## src/rtl/ks_pkg.sv

```systemverilog
// Shared definitions for the Karplus-Strong string voice and its excitation sequencer.
package ks_pkg;

   localparam logic [2:0] ST_IDLE   = 3'd0;
   localparam logic [2:0] ST_LOAD   = 3'd1;
   localparam logic [2:0] ST_SETTLE = 3'd2;
   localparam logic [2:0] ST_PLUCK  = 3'd3;
   localparam logic [2:0] ST_WAIT   = 3'd4;

   localparam logic [15:0] LFSR_POLY      = 16'hB400;
   localparam int          DEFAULT_PERIOD = 32;

   // A zero period would stall the string and anything past the wavetable depth cannot be played.
   function automatic logic [31:0] clamp_period(input logic [31:0] period,
                                                input logic [31:0] max_len);
      if (period == 32'd0) return 32'd1;
      if (period > max_len) return max_len;
      return period;
   endfunction

endpackage

```

## src/rtl/ks_lfsr.sv

```systemverilog
// Free-running 16-bit Galois LFSR (right shift) supplying excitation noise to the string.
module ks_lfsr
   import ks_pkg::*;
(
   input  logic        clk_i,
   input  logic        rst_n,
   input  logic [15:0] seed_i,
   output logic [15:0] state_o
);

   logic [15:0] lfsr_q;
   logic [15:0] lfsr_d;
   logic [15:0] seed_eff;

   // NOTE: always_comb drives every variable on every path, so no latch can be inferred.
   always_comb begin
      seed_eff = (seed_i == 16'd0) ? 16'd1 : seed_i;
      lfsr_d   = {1'b0, lfsr_q[15:1]} ^ (lfsr_q[0] ? LFSR_POLY : 16'd0);
   end

   // NOTE: non-blocking assignments so every flop samples pre-edge values, independent of block order.
   always_ff @(posedge clk_i) begin
      if (!rst_n) lfsr_q <= seed_eff;
      else        lfsr_q <= lfsr_d;
   end

   assign state_o = lfsr_q;

endmodule

```

## src/rtl/ks_pluck_seq.sv

```systemverilog
// Step sequencer driving period, pluck and noise into the Karplus-Strong string voice.
module ks_pluck_seq #(
   parameter int          DATA_WIDTH     = 8,
   parameter int          PRBS_WIDTH     = 2,
   parameter int          MAX_LENGTH     = 32,
   parameter int          STEPS          = 8,
   parameter int          TEMPO_WIDTH    = 16,
   parameter int          PLUCK_HOLD     = 4,
   parameter int          DEFAULT_PERIOD = ks_pkg::DEFAULT_PERIOD,
   parameter logic [15:0] LFSR_SEED      = 16'hACE1
) (
   input  logic                       clk_i,
   input  logic                       rst_n,
   input  logic                       run_i,
   input  logic [TEMPO_WIDTH-1:0]     tempo_i,
   input  logic [$clog2(STEPS):0]     steps_i,
   input  logic                       wr_en_i,
   input  logic [$clog2(STEPS)-1:0]   wr_addr_i,
   input  logic [DATA_WIDTH-1:0]      wr_period_i,
   input  logic                       wr_rest_i,
   input  logic                       manual_pluck_i,
   input  logic [DATA_WIDTH-1:0]      manual_period_i,
   output logic                       pluck_o,
   output logic [DATA_WIDTH-1:0]      period_o,
   output logic [PRBS_WIDTH-1:0]      prbs_data_o,
   output logic [$clog2(STEPS)-1:0]   step_idx_o,
   output logic                       busy_o
);

   import ks_pkg::*;

   localparam int STEP_W  = $clog2(STEPS);
   localparam int STEPS_W = $clog2(STEPS) + 1;
   localparam int CNT_W   = TEMPO_WIDTH + 1;
   localparam int HOLD_W  = (PLUCK_HOLD > 1) ? $clog2(PLUCK_HOLD) : 1;

   logic [2:0]            state_q, state_d;
   logic [STEP_W-1:0]     step_q, step_d;
   logic [STEP_W-1:0]     step_idx_q, step_idx_d;
   logic [DATA_WIDTH-1:0] period_q, period_d;
   logic                  manual_q, manual_d;
   logic                  manual_prev_q;
   logic [CNT_W-1:0]      cnt_q, cnt_d;
   logic [HOLD_W-1:0]     hold_q, hold_d;
   logic                  pluck_q;
   logic                  busy_q;

   logic [DATA_WIDTH-1:0] tbl_period_q [STEPS];
   logic [STEPS-1:0]      tbl_rest_q;

   logic                  manual_edge;
   logic                  last_step;
   logic                  wr_ok;
   logic [STEPS_W-1:0]    steps_eff;
   logic [CNT_W-1:0]      tempo_ext;
   logic [CNT_W-1:0]      interval;
   logic [DATA_WIDTH-1:0] wr_period_clamped;
   logic [DATA_WIDTH-1:0] manual_period_clamped;
   logic [15:0]           lfsr_state;
   logic                  lfsr_unused;

   ks_lfsr u_lfsr (
      .clk_i   (clk_i),
      .rst_n   (rst_n),
      .seed_i  (LFSR_SEED),
      .state_o (lfsr_state)
   );

   assign lfsr_unused = ^lfsr_state[15:PRBS_WIDTH];

   always_comb begin
      manual_edge           = manual_pluck_i & ~manual_prev_q;
      wr_ok                 = wr_en_i && (int'(wr_addr_i) < STEPS);
      wr_period_clamped     = DATA_WIDTH'(clamp_period(32'(wr_period_i), 32'(MAX_LENGTH)));
      manual_period_clamped = DATA_WIDTH'(clamp_period(32'(manual_period_i), 32'(MAX_LENGTH)));

      if (steps_i == '0)                   steps_eff = STEPS_W'(1);
      else if (steps_i > STEPS_W'(STEPS))  steps_eff = STEPS_W'(STEPS);
      else                                 steps_eff = steps_i;
      last_step = (STEPS_W'(step_q) + STEPS_W'(1)) >= steps_eff;

      // The interval never undercuts SETTLE plus the full pluck plus one WAIT cycle.
      tempo_ext = CNT_W'(tempo_i) + CNT_W'(1);
      interval  = (tempo_ext > CNT_W'(PLUCK_HOLD + 3)) ? tempo_ext : CNT_W'(PLUCK_HOLD + 3);
   end

   always_comb begin
      state_d    = state_q;
      step_d     = step_q;
      step_idx_d = step_idx_q;
      period_d   = period_q;
      manual_d   = manual_q;
      hold_d     = hold_q;
      cnt_d      = (cnt_q != '0) ? cnt_q - CNT_W'(1) : cnt_q;

      // Stopping a run never touches period_o, so the string keeps ringing at its pitch.
      if (state_q != ST_IDLE && !manual_q && !run_i) begin
         state_d    = ST_IDLE;
         step_d     = '0;
         step_idx_d = '0;
      end else begin
         case (state_q)
            ST_IDLE: begin
               if (run_i) begin
                  state_d  = ST_LOAD;
                  step_d   = '0;
                  manual_d = 1'b0;
               end else if (manual_edge) begin
                  state_d  = ST_LOAD;
                  manual_d = 1'b1;
               end
            end
            ST_LOAD: begin
               period_d   = manual_q ? manual_period_clamped : tbl_period_q[step_q];
               step_idx_d = step_q;
               cnt_d      = interval - CNT_W'(2);
               state_d    = (!manual_q && tbl_rest_q[step_q]) ? ST_WAIT : ST_SETTLE;
            end
            ST_SETTLE: begin
               state_d = ST_PLUCK;
               hold_d  = HOLD_W'(PLUCK_HOLD - 1);
            end
            ST_PLUCK: begin
               if (hold_q == '0) state_d = manual_q ? ST_IDLE : ST_WAIT;
               else              hold_d  = hold_q - HOLD_W'(1);
            end
            ST_WAIT: begin
               if (cnt_q == '0) begin
                  state_d = ST_LOAD;
                  step_d  = last_step ? '0 : step_q + STEP_W'(1);
               end
            end
            default: state_d = ST_IDLE;
         endcase
      end
   end

   always_ff @(posedge clk_i) begin
      if (!rst_n) begin
         state_q       <= ST_IDLE;
         step_q        <= '0;
         step_idx_q    <= '0;
         period_q      <= DATA_WIDTH'(DEFAULT_PERIOD);
         manual_q      <= 1'b0;
         manual_prev_q <= 1'b0;
         cnt_q         <= '0;
         hold_q        <= '0;
         pluck_q       <= 1'b0;
         busy_q        <= 1'b0;
      end else begin
         state_q       <= state_d;
         step_q        <= step_d;
         step_idx_q    <= step_idx_d;
         period_q      <= period_d;
         manual_q      <= manual_d;
         manual_prev_q <= manual_pluck_i;
         cnt_q         <= cnt_d;
         hold_q        <= hold_d;
         pluck_q       <= (state_d == ST_PLUCK);
         busy_q        <= (state_d != ST_IDLE);
      end
   end

   // NOTE: the step table is a handful of flops rather than a RAM macro, so every entry is reset.
   always_ff @(posedge clk_i) begin
      if (!rst_n) begin
         for (int i = 0; i < STEPS; i++) tbl_period_q[i] <= DATA_WIDTH'(DEFAULT_PERIOD);
         tbl_rest_q <= '0;
      end else if (wr_ok) begin
         tbl_period_q[wr_addr_i] <= wr_period_clamped;
         tbl_rest_q[wr_addr_i]   <= wr_rest_i;
      end
   end

   assign pluck_o     = pluck_q;
   assign period_o    = period_q;
   assign prbs_data_o = lfsr_state[PRBS_WIDTH-1:0];
   assign step_idx_o  = step_idx_q;
   assign busy_o      = busy_q;

endmodule

```

## config.mk

```make
export PLATFORM = sky130hd
export DESIGN_NAME = ks_pluck_seq
export DESIGN_NICKNAME = d
export VERILOG_FILES = /design/src/rtl/ks_pkg.sv /design/src/rtl/ks_lfsr.sv /design/src/rtl/ks_pluck_seq.sv
export SDC_FILE = /design/constraint.sdc
export NUM_CORES = 1
export LEC_CHECK = 0
export BUFFER_PORTS_ARGS = -buffer_cell sky130_fd_sc_hd__buf_4
export CORE_ASPECT_RATIO = 0.5
export CORE_UTILIZATION = 50
export CTS_CLUSTER_SIZE = 24
export DETAILED_ROUTE_END_ITERATION = 7
export GPL_TIMING_DRIVEN = 0
export PLACE_DENSITY = 0.77
export SYNTH_ARGS = -nofsm -noshare
export SYNTH_HDL_FRONTEND = slang
export SYNTH_HIERARCHICAL = 1
export SYNTH_SLANG_ARGS = --single-unit
```

## constraint.sdc

```tcl
create_clock -name clk_i -period 8.8 [get_ports clk_i]
set_clock_uncertainty 0.1 [all_clocks]
set_input_delay 0.88 -clock clk_i [delete_from_list [all_inputs] [get_ports clk_i]]
set_output_delay 0.88 -clock clk_i [all_outputs]
set_load 0.02 [all_outputs]
```

==> impl_metrics.csv, run 1 <==
group,metric,value,unit
synthesis,synthFlopType,"dfxtp_1",
synthesis,syn_inst,635,
synthesis,syn_avg_cell_area,10.4,um^2
worst_hold_path,min_to,"u_lfsr/state_o[6]",
timing,fin_crit,4.38,ns
cells_and_area,nets,810,
worst_hold_path,hold_class,"flop to flop",
clocking,clkTransAtPathRegs,0.06,ns
power_and_ir_drop,finalPower,0.00185,W
setup_path,worst_setup_path_start_kind,"input port",
global_routing,overflow,0,
route,drtIter0Drc,424,
timing,max_freq,228,MHz
floorplan,die_w,165,um
setup_path,endpoint_kind,"flop",
global_routing,grt_pass1_wl,24600,um
synthesis,syn_area,0.00663,mm^2
clocking,cts_root_buf,"clkbuf_16",
route,wl,15300,um
timing,fin_hold_ws,0.359,ns
clocking,clock_sinks,131,
clocking,cts_max_level,4,
flow_run,drv_cap,0,
timing,slew_violations,0,
power_and_ir_drop,p_sw,0.000561,W
setup_path,r2r_setup_slack,5.89,ns
synthesis,async_flop_share,0,%
place,port_buffers,54,
setup_path,critical_path.startpoint,"tempo_i[0]",
power_and_ir_drop,sequentialPowerShare,41.4,%
clocking,cts_setup_buffers,0,
cells_and_area,drive_gt1_share,18.4,%
floorplan,std_cell_rows,29,
clocking,cts_hold_buf,0,
worst_hold_path,hold_depth,1,
power_and_ir_drop,clockPowerShare,37.0,%
setup_path,setup.worst_path.class,"input port to flop",
cells_and_area,nFillCells,1027,
place,gp_congestion,0.883,
synthesis,synth_top_area_share,29.0,%
power_and_ir_drop,intPower,0.00128,W
route,via_per_inst,5.65,
setup_path,crit_arrival,4.57,ns
cells_and_area,area_delta_synth_final,20.7,%
setup_path,regToRegEndpoint,"cnt_q[15]",
timing,rsz0062_at_grt,"false",
timing,slew_headroom,8.53,%
global_routing,grt_pass1_vias,5162,
synthesis,seq_area_frac_synth,49.2,%
floorplan,die_y,83.4,um
floorplan,initial_utilization,51.8,%
clocking,cts_buffers,17,
timing,totalNegativeSetupSlack,0,ns
setup_path,critPathRequiredTime,8.99,ns
setup_path,worstReg2RegStart,"cnt_q[11]",
power_and_ir_drop,comb_power_share,21.6,%
power_and_ir_drop,powerDensity,231,mW/mm^2
route,vias,5299,
floorplan,ios,60,
clocking,cts_tree,"yes",
setup_path,worst-r2r-cell-count,6,
synthesis,yosys_warnings,6,
clocking,cts_resized,0,
power_and_ir_drop,vdd_drop_max,120,uV
place,hpwlAfterDp,10800,um
global_routing,antenna_found_initial,0,
route,drtAntennaViolNets,0,
synthesis,synth_top_cell_by_area,"edfxtp_1",
run_status,status,"completed",
route,post_drt_wl_per_cell,16.3,um
synthesis,yosys.cell_types.count,60,
setup_path,crit_fanout,10,
timing,finalCritPeriodShare,49.8,%
global_routing,grt_use_total,23.3,%
timing,tightest_slew,1.36,ns
synthesis,synthTopCellsByArea,"edfxtp_1, dfxtp_1, mux4_2",
worst_hold_path,min_from,"u_lfsr/state_o[7]",
synthesis,synth_edf_count,64,
power_and_ir_drop,p_leak,2.94,nW
power_and_ir_drop,swShare,30.4,%
route,drc_errors,0,
clocking,cts_buffer_depth,2,
cells_and_area,diodes,0,
global_routing,grt_max_degree,17,
floorplan,core-area,0.0128,mm^2
clocking,clkLatencyLatePin,0.42,ns
synthesis,ys_seq_elements,131,
timing,setup_viol,0,
route,dr.pass1.iters,8,
cells_and_area,fin_util,62.5,%
timing,finalHoldViolations,0,
floorplan,dieArea,0.0138,mm^2
-- worst max path at each step --
stage,cells after the start,to,slack [ns]
after floorplan,12,cnt_q[15],4.95
after global placement,13,cnt_q[15],4.19
after detailed placement,13,cnt_q[15],4.02
after CTS,13,cnt_q[15],4.45
after global routing,13,cnt_q[15],4.26
final,13,cnt_q[15],4.42
-- stage by stage --
step                std cells  cell area, um^2  setup slack [ns]
floorplan                 681             6800              4.95
global placement          905             7420              4.19
detailed placement        905             7420              4.02
CTS                       937             8000              4.45
global route              938             8010              4.26
finish                    938             8010              4.42
-- cells by family after synthesis --
group | Yosys count | share of synthesized area [%]
XOR/XNOR | 38 | 5.02
adder cells (fa/ha/maj) | 10 | 1.89
other | 2 | 0.113
AO/OA/AOI/OAI | 100 | 10.1
buffers and inverters | 54 | 3.32
multiplexers | 44 | 10.3
AND/OR/NAND/NOR | 256 | 20.1
flip-flops | 131 | 49.2
-- cells in the mapped netlist, types with 18 or more instances --
library cell,count
xnor2_1,25
a21oi_1,19
clkbuf_1,25
nand2_1,38
inv_1,20
nand3_1,19
edfxtp_1,64
mux4_2,18
o21ai_0,23
nor3_1,23
nor2_1,88
dfxtp_1,67
-- critical path, cell delays in order --
cell,delay [ns]
buf_4,0.14
ha_1,0.15
buf_2,0.21
nand2_1,0.25
nor4_1,0.53
mux2i_1,0.47
or4_1,0.22
and2_1,0.14
ha_1,0.25
nor3b_1,0.53
nand3b_1,0.24
mux2i_1,0.17
a2111oi_0,0.39
-- flip-flops by register name, indices dropped and copies added (netlist names), 2 cells and up, named ones only --
| register | cells |
|---|---|
| tbl_period_q | 64 |
| cnt_q | 17 |
| u_lfsr/state_o | 16 |
| period_o | 8 |
| tbl_rest_q | 8 |
| state_q | 3 |
| step_idx_o | 3 |
| step_q | 3 |
| hold_q | 2 |
-- power groups by stage --
stage / combinational [W] / clock (W) / sequential, W
floorplan: 0.000285 / 0 / 0.000771
global placement: 0.000377 / 0 / 0.000770
detailed placement: 0.000384 / 0 / 0.000775
CTS: 0.000395 / 0.000690 / 0.000764
global route: 0.000435 / 0.000716 / 0.000772
finish: 0.000398 / 0.000684 / 0.000765
-- cells in the final DEF (no fill, tap or decap), drive strengths merged, types with 7 or more instances in the layout --
cell,synthesis,routed
inv,20,31
mux4,18,18
nor3,24,24
o31ai,8,8
mux2,12,12
nand4,12,12
nand3,20,20
mux2i,14,14
or4,7,7
clkbuf,25,44
dfxtp,67,67
nand2b,8,8
buf,9,64
a31oi,8,8
nor2b,10,10
o21ai,25,25
conb,2,48
nor4,18,18
nor2,88,88
a21oi,19,19
xor2,13,13
o22ai,8,8
ha,10,10
nand2,38,38
xnor2,25,25
edfxtp,64,64
a211oi,11,11
-- cell type report --
cell class                 count  area, um^2  area share [%]
sequential                   131        3260            40.8
clock inverter                13         103            1.28
buffer                        34         145            1.81
clock buffer                  19         475            5.94
inverter                      20        75.1           0.938
timing repair buffer          55         410            5.13
tap                          170         213            2.66
multi-input combinational    496        3320            41.5
-- metal layers --
layer / GRT usage, % / routed length [um] / part of all wire (%) / up-vias
met1: 30.0 / 6690 / 44 / 2506
met3: 4.35 / 944 / 6.2 / 38
li1: - / - / - / 2542
met4: 9.76 / 340 / 2.2 / 0
met2: 38.4 / 7310 / 48 / 213
met5: 0 / 0 / 0 / -
Note: power is estimated with default switching activity, not from simulation.
==> run 2: changes to the inputs <==
--- a/config.mk
+++ b/config.mk
@@ -5,6 +5,7 @@
 export SDC_FILE = /design/constraint.sdc
 export NUM_CORES = 1
 export LEC_CHECK = 0
+export ABC_AREA = 1
 export BUFFER_PORTS_ARGS = -buffer_cell sky130_fd_sc_hd__buf_4
 export CORE_ASPECT_RATIO = 0.5
 export CORE_UTILIZATION = 50
==> constraint.sdc (replaced) <==
create_clock -name clk_i -period 4.35 [get_ports clk_i]
set_clock_uncertainty 0.1 [all_clocks]
set_input_delay 0.435 -clock clk_i [delete_from_list [all_inputs] [get_ports clk_i]]
set_output_delay 0.435 -clock clk_i [all_outputs]
set_load 0.02 [all_outputs]
==> impl_metrics.csv, run 2 <==
group,metric,value,unit
run_status,status,"completed",
cells_and_area,drive_gt1_share,13.4,%
cells_and_area,diodes,0,
setup_path,critPathSlowestCell,"nor3_2",
global_routing,grt_max_degree,17,
clocking,cts_resized,0,
global_routing,overflow,0,
worst_hold_path,hold_class,"input port to flop",
synthesis,syn_area,0.00683,mm^2
flow_run,drv_cap,0,
worst_hold_path,hold_depth,3,
synthesis,synthFlopType,"dfxtp_1",
clocking,clock_sinks,131,
route,drc_errors,0,
route,drtAntennaViolNets,0,
timing,fin_hold_ws,0.120,ns
setup_path,crit_fanout,6,
timing,totalNegativeSetupSlack,0,ns
cells_and_area,largest_register_ffs,64,
synthesis,ys_seq_elements,131,
floorplan,core-area,0.0130,mm^2
timing,tightest_slew,1.05,ns
floorplan,dieArea,0.0142,mm^2
clocking,cts_hold_buf,0,
clocking,cts_root_buf,"clkbuf_16",
synthesis,seq_area_frac_synth,47.8,%
power_and_ir_drop,powerDensity,475,mW/mm^2
setup_path,endpoint_kind,"flop",
synthesis,syn_avg_cell_area,7.78,um^2
synthesis,synth_edf_count,64,
timing,fin_ws,1.33,ns
place,port_buffers,59,
power_and_ir_drop,finalPower,0.00392,W
route,post_drt_wl_per_cell,14.2,um
route,wl,16900,um
setup_path,crit_top_cell,"nand2_1",
route,drtIter0Drc,423,
timing,fin_crit,3.02,ns
synthesis,synthTopCellsByArea,"edfxtp_1, dfxtp_1, nand2_1",
global_routing,grt_use_total,25.2,%
synthesis,syn_inst,878,
global_routing,antenna_found_initial,0,
cells_and_area,regMostFlops,"tbl_period_q",
synthesis,yosys-top-cells-count,"nand2_1, nor2_1, inv_1",
clocking,cts_buffers,17,
clocking,cts_max_level,4,
power_and_ir_drop,p_leak,3.50,nW
synthesis,yosys_warnings,6,
floorplan,ios,60,
floorplan,initial_utilization,52.6,%
clocking,cts_setup_buffers,0,
floorplan,std_cell_rows,29,
setup_path,worstPathCellList,"buf_4, ha_1, nand2_1, nor2_4, nand3b_1, nand2_2, nor2_1, nand2_2, nor2_4, nand2_4, nand2_1, inv_1, ha_1, inv_1, nor3_2, nand3_1, nor2_1, nand3_1, xor2_1, nand2_1, a21oi_1",
synthesis,synth_top_cell_by_area,"edfxtp_1",
synthesis,async_flop_share,0,%
timing,slew_violations,0,
cells_and_area,layout_commonest_cell,"nand2_1",
synthesis,yosys.cell_types.count,48,
place,gp_congestion,0.931,
synthesis,synth_top_area_share,28.2,%
place,dp_worst_setup_slack,0.941,ns
route,via_per_inst,5.26,
timing,finalHoldViolations,0,
cells_and_area,mostFrequentLayoutCells,"nand2_1, nor2_1, inv_1, dfxtp_1, edfxtp_1",
floorplan,die_w,167,um
timing,slew_headroom,29.2,%
setup_path,worst-r2r-cell-count,10,
setup_path,worst_setup_path_start_kind,"input port",
timing,rsz0062_at_grt,"false",
clocking,clkTransAtPathRegs,0.06,ns
timing,max_freq,331,MHz
clocking,cts_buffer_depth,2,
route,vias,6232,
global_routing,grt_pass1_wl,28000,um
place,hpwlAfterDp,12100,um
setup_path,cpPeakStageDelay,0.30,ns
setup_path,critPathRequiredTime,4.60,ns
timing,setup_viol,0,
clocking,clkLatencyLatePin,0.42,ns
timing,finalCritPeriodShare,69.5,%
cells_and_area,nets,1057,
clocking,cts_tree,"yes",
setup_path,crit_arrival,3.27,ns
global_routing,grt_pass1_vias,5917,
route,dr.pass1.iters,6,
setup_path,setup.worst_path.class,"input port to flop",
cells_and_area,area_delta_synth_final,20.9,%
power_and_ir_drop,vdd_drop_max,286,uV
floorplan,die_y,84.6,um
synthesis,post-synth-top-count-cell,"nand2_1",
-- run 2: changes by cell type after synthesis, moves of 13 or more --
cell,previous run,this run
nand2_1,38,173
a21oi_1,19,43
mux4_2,18,0
inv_1,20,82
nor2_1,88,171
xnor2_1,25,4
nand3_1,19,46
o21ai_0,23,60
nor4_1,14,1
-- run 2: worst paths after layout --
| path | start | endpoint | slack, ns |
|---|---|---|---|
| max reg2reg | cnt_q[0] | flop | 1.77 |
| max | tempo_i[0] | cnt_q[15] | 1.33 |
| min reg2reg | u_lfsr/state_o[10] | u_lfsr/state_o[9] | 0.33 |
| min | manual_pluck_i | manual_prev_q | 0.12 |
-- run 2: report_power, final --
| group | switching (W) | internal [W] |
|---|---|---|
| Clock | 0.000534 | 0.000883 |
| Combinational | 0.000600 | 0.000339 |
| Sequential | 0.000109 | 0.00146 |
| Total | 0.00124 | 0.00268 |
-- run 2: final cells by class --
| type | count | area [um^2] |
|---|---|---|
| fill | 1098 | 4740 |
| multi-input combinational | 680 | 3300 |
| sequential | 131 | 3260 |
| clock buffer | 21 | 503 |
| timing repair buffer | 59 | 443 |
| inverter | 90 | 338 |
| tap | 170 | 213 |
| buffer | 23 | 101 |
| clock inverter | 11 | 95.1 |
-- run 2: per-stage QoR --
step	area (um^2)	utilization, %	std cells
after floorplan	7000	-	924
final	8250	63.5	1185
after CTS	8250	63.5	1185
after global placement	7650	58.9	1153
after detailed placement	7650	58.9	1153
after global routing	8250	63.5	1185
-- run 2: metal layers --
metal  GRT usage, %  wire (um)
met1           31.6       7270
met2           42.7       7970
met3           5.70       1310
met4           10.3        327
met5              0          0
-- run 2: logic make-up (layout without fill, tap and decap cells) --
group / after synthesis / count (layout) / share of synthesized area [%]
AOI/OAI and AO/OA: 156 / 156 / 13.1
xor gates and xnor gates: 11 / 11 / 1.41
adders and majority gates: 10 / 10 / 1.83
buffers and inverters: 113 / 204 / 6.43
DFF: 131 / 131 / 47.8
muxes: 2 / 2 / 0.293
other: 2 / 48 / 0.110
and+or+nand+nor: 453 / 453 / 29.0
-- run 2: worst max-delay path: cells and delay by family --
family,cells,cell delay (ns)
and+or+nand+nor,14,1.87
AOI/OAI and AO/OA,1,0.13
xor gates and xnor gates,1,0.30
adders and majority gates,2,0.33
buffers and inverters,3,0.22
==> run 3: changes to the inputs <==
--- a/config.mk
+++ b/config.mk
@@ -12,7 +12,7 @@
 export CTS_CLUSTER_SIZE = 24
 export DETAILED_ROUTE_END_ITERATION = 7
 export GPL_TIMING_DRIVEN = 0
-export PLACE_DENSITY = 0.77
+export PLACE_DENSITY = 0.79
 export SYNTH_ARGS = -nofsm -noshare
 export SYNTH_HDL_FRONTEND = slang
 export SYNTH_HIERARCHICAL = 1
==> constraint.sdc (replaced) <==
create_clock -name clk_i -period 2.6 [get_ports clk_i]
set_clock_uncertainty 0.1 [all_clocks]
set_input_delay 0.26 -clock clk_i [delete_from_list [all_inputs] [get_ports clk_i]]
set_output_delay 0.26 -clock clk_i [all_outputs]
set_load 0.02 [all_outputs]
==> impl_metrics.csv, run 3 (synthesis gave the netlist of run 2 again) <==
group,metric,value,unit
run_status,status,"completed",
power_and_ir_drop,swShare,32.8,%
timing,slew_headroom,27.0,%
setup_path,crit_fanout,6,
cells_and_area,regMostFlops,"tbl_period_q",
cells_and_area,area_delta_synth_final,22.2,%
worst_hold_path,min_to,"manual_q",
setup_path,critPathRequiredTime,2.85,ns
timing,totalNegativeSetupSlack,0,ns
power_and_ir_drop,clockPowerShare,36.4,%
clocking,clock_sinks,131,
power_and_ir_drop,p_leak,3.52,nW
setup_path,crit_arrival,2.69,ns
floorplan,std_cell_rows,29,
power_and_ir_drop,sequentialPowerShare,39.2,%
power_and_ir_drop,comb_power_share,24.4,%
setup_path,r2r_setup_slack,0.21,ns
global_routing,grt_pass1_vias,5998,
timing,max_freq,409,MHz
global_routing,grt_max_degree,17,
clocking,cts_tree,"yes",
timing,setup_viol,0,
clocking,cts_buffer_depth,2,
setup_path,critical_path.startpoint,"tempo_i[1]",
floorplan,dieArea,0.0142,mm^2
worst_hold_path,hold_depth,4,
global_routing,grt_use_total,25.9,%
clocking,cts_max_level,4,
route,drc_errors,0,
place,port_buffers,59,
power_and_ir_drop,intPower,0.00447,W
route,post_drt_wl_per_cell,14.6,um
worst_hold_path,hold_class,"input port to flop",
global_routing,overflow,0,
global_routing,antenna_found_initial,0,
floorplan,core-area,0.0130,mm^2
route,wl,17300,um
route,via_per_inst,5.31,
setup_path,endpoint_kind,"flop",
setup_path,regToRegEndpoint,"step_q[0]",
power_and_ir_drop,vdd_drop_max,517,uV
clocking,cts_buffers,17,
floorplan,ios,60,
clocking,clkLatencyLatePin,0.42,ns
cells_and_area,drive_gt1_share,14.7,%
route,vias,6299,
clocking,cts_root_buf,"clkbuf_16",
power_and_ir_drop,p_sw,0.00219,W
floorplan,die_y,84.6,um
setup_path,worstReg2RegStart,"cnt_q[0]",
route,drtIter0Drc,461,
timing,tightest_slew,1.09,ns
route,drtAntennaViolNets,0,
flow_run,drv_cap,0,
cells_and_area,mostFrequentLayoutCells,"nand2_1, nor2_1, inv_1, dfxtp_1, edfxtp_1",
floorplan,initial_utilization,52.6,%
worst_hold_path,min_from,"run_i",
place,hpwlAfterDp,12300,um
timing,finalCritPeriodShare,93.9,%
cells_and_area,largest_register_ffs,64,
timing,slew_violations,0,
setup_path,worst_setup_path_start_kind,"input port",
cells_and_area,diodes,0,
global_routing,grt_pass1_wl,28800,um
cells_and_area,nets,1059,
cells_and_area,fin_util,64.2,%
timing,fin_crit,2.44,ns
power_and_ir_drop,powerDensity,798,mW/mm^2
clocking,clkTransAtPathRegs,0.06,ns
route,dr.pass1.iters,5,
floorplan,die_w,167,um
setup_path,setup.worst_path.class,"input port to flop",
setup_path,worst-r2r-cell-count,10,
place,gp_congestion,0.914,
cells_and_area,layout_commonest_cell,"nand2_1",
timing,finalHoldViolations,0,
timing,rsz0062_at_grt,"true",
-- run 3: changes by cell type in the layout (fill, tap and decap cells not counted), moves of 2 or more --
cell	previous run	this run
clkinvlp_4	2	0
nand2_2	7	9
clkbuf_8	2	0
nor2_4	4	6
inv_6	1	3
clkbuf_16	19	21
nor2_1	171	166
nor2_2	8	11
inv_4	2	5
nand3_1	46	44
clkinv_2	4	1
nand2_1	173	171
-- run 3: power groups by stage --
stage                     combinational (W)  clock, W  sequential (W)
after floorplan                     0.00110         0         0.00265
after global placement              0.00152         0         0.00264
after detailed placement            0.00155         0         0.00264
after CTS                           0.00157   0.00243         0.00261
after global routing                0.00185   0.00252         0.00264
final                               0.00162   0.00242         0.00261
-- run 3: worst max-delay path: stages --
cell and delay [ns]:
buf_4 0.10, ha_2 0.20, nand2_2 0.10, nor2_4 0.19
nand2_1 0.11, nand2_2 0.11, nor2_1 0.09, nand3_2 0.10
nor2_4 0.04, nand2_4 0.09, nand2_1 0.08, inv_1 0.06
ha_1 0.15, inv_2 0.06, nor3_4 0.15, nand3_2 0.13
nor2_2 0.13, nand3_1 0.12, xor2_2 0.23, nand2_1 0.08
a21oi_1 0.13
-- run 3: how the worst max path moves through the flow --
stage,endpoint,slack (ns)
floorplan,cnt_q[13],0.007
global placement,cnt_q[15],-0.59
detailed placement,cnt_q[15],-0.64
CTS,cnt_q[9],0.05
global route,cnt_q[15],-0.07
finish,cnt_q[15],0.16
-- run 3: area by class of cell --
cell class / instances / area, um^2
Clock buffer: 21 / 526
Fill cell: 1110 / 4650
Buffer: 23 / 101
Timing Repair Buffer: 61 / 460
Inverter: 90 / 338
Tap cell: 170 / 213
Clock inverter: 11 / 80.1
Multi-Input combinational cell: 680 / 3360
Sequential cell: 131 / 3260
-- run 3: routing by layer --
metal	up-vias	wire length (um)	GRT usage (%)
met3	35	1280	4.34
met1	2886	7230	32.1
met5	-	0	0
met2	239	8480	45.6
met4	0	289	9.92
li1	3139	-	-
-- run 3: what timing repair did --
| action | 4_1_cts | 5_1_grt |
|---|---|---|
| pin swaps | 3 | 2 |
| hold buffers | 1 | 0 |
| setup endpoints to repair | 2 | 14 |
| cloned | 0 | 0 |
| endpoints found under the hold margin | 1 | 0 |
| buffers inserted | 1 | 0 |
| gates resized for setup | 3 | 13 |
-- run 3: through the flow --
| stage | cell area, um^2 | setup slack (ns) | instances | total power (W) | hold WS [ns] |
|---|---|---|---|---|---|
| 5_1_grt | 8340 | -0.0706 | 1187 | 0.00701 | 0.0221 |
| 3_3_place_gp | 7650 | -0.590 | 1153 | 0.00416 | 0.306 |
| 3_5_place_dp | 7650 | -0.636 | 1153 | 0.00420 | 0.315 |
| 4_1_cts | 8300 | 0.0478 | 1187 | 0.00660 | 0.00928 |
| 2_1_floorplan | 7000 | 0.00730 | 924 | 0.00375 | 0.253 |
| 6_report | 8340 | 0.158 | 1187 | 0.00666 | 0.0177 |
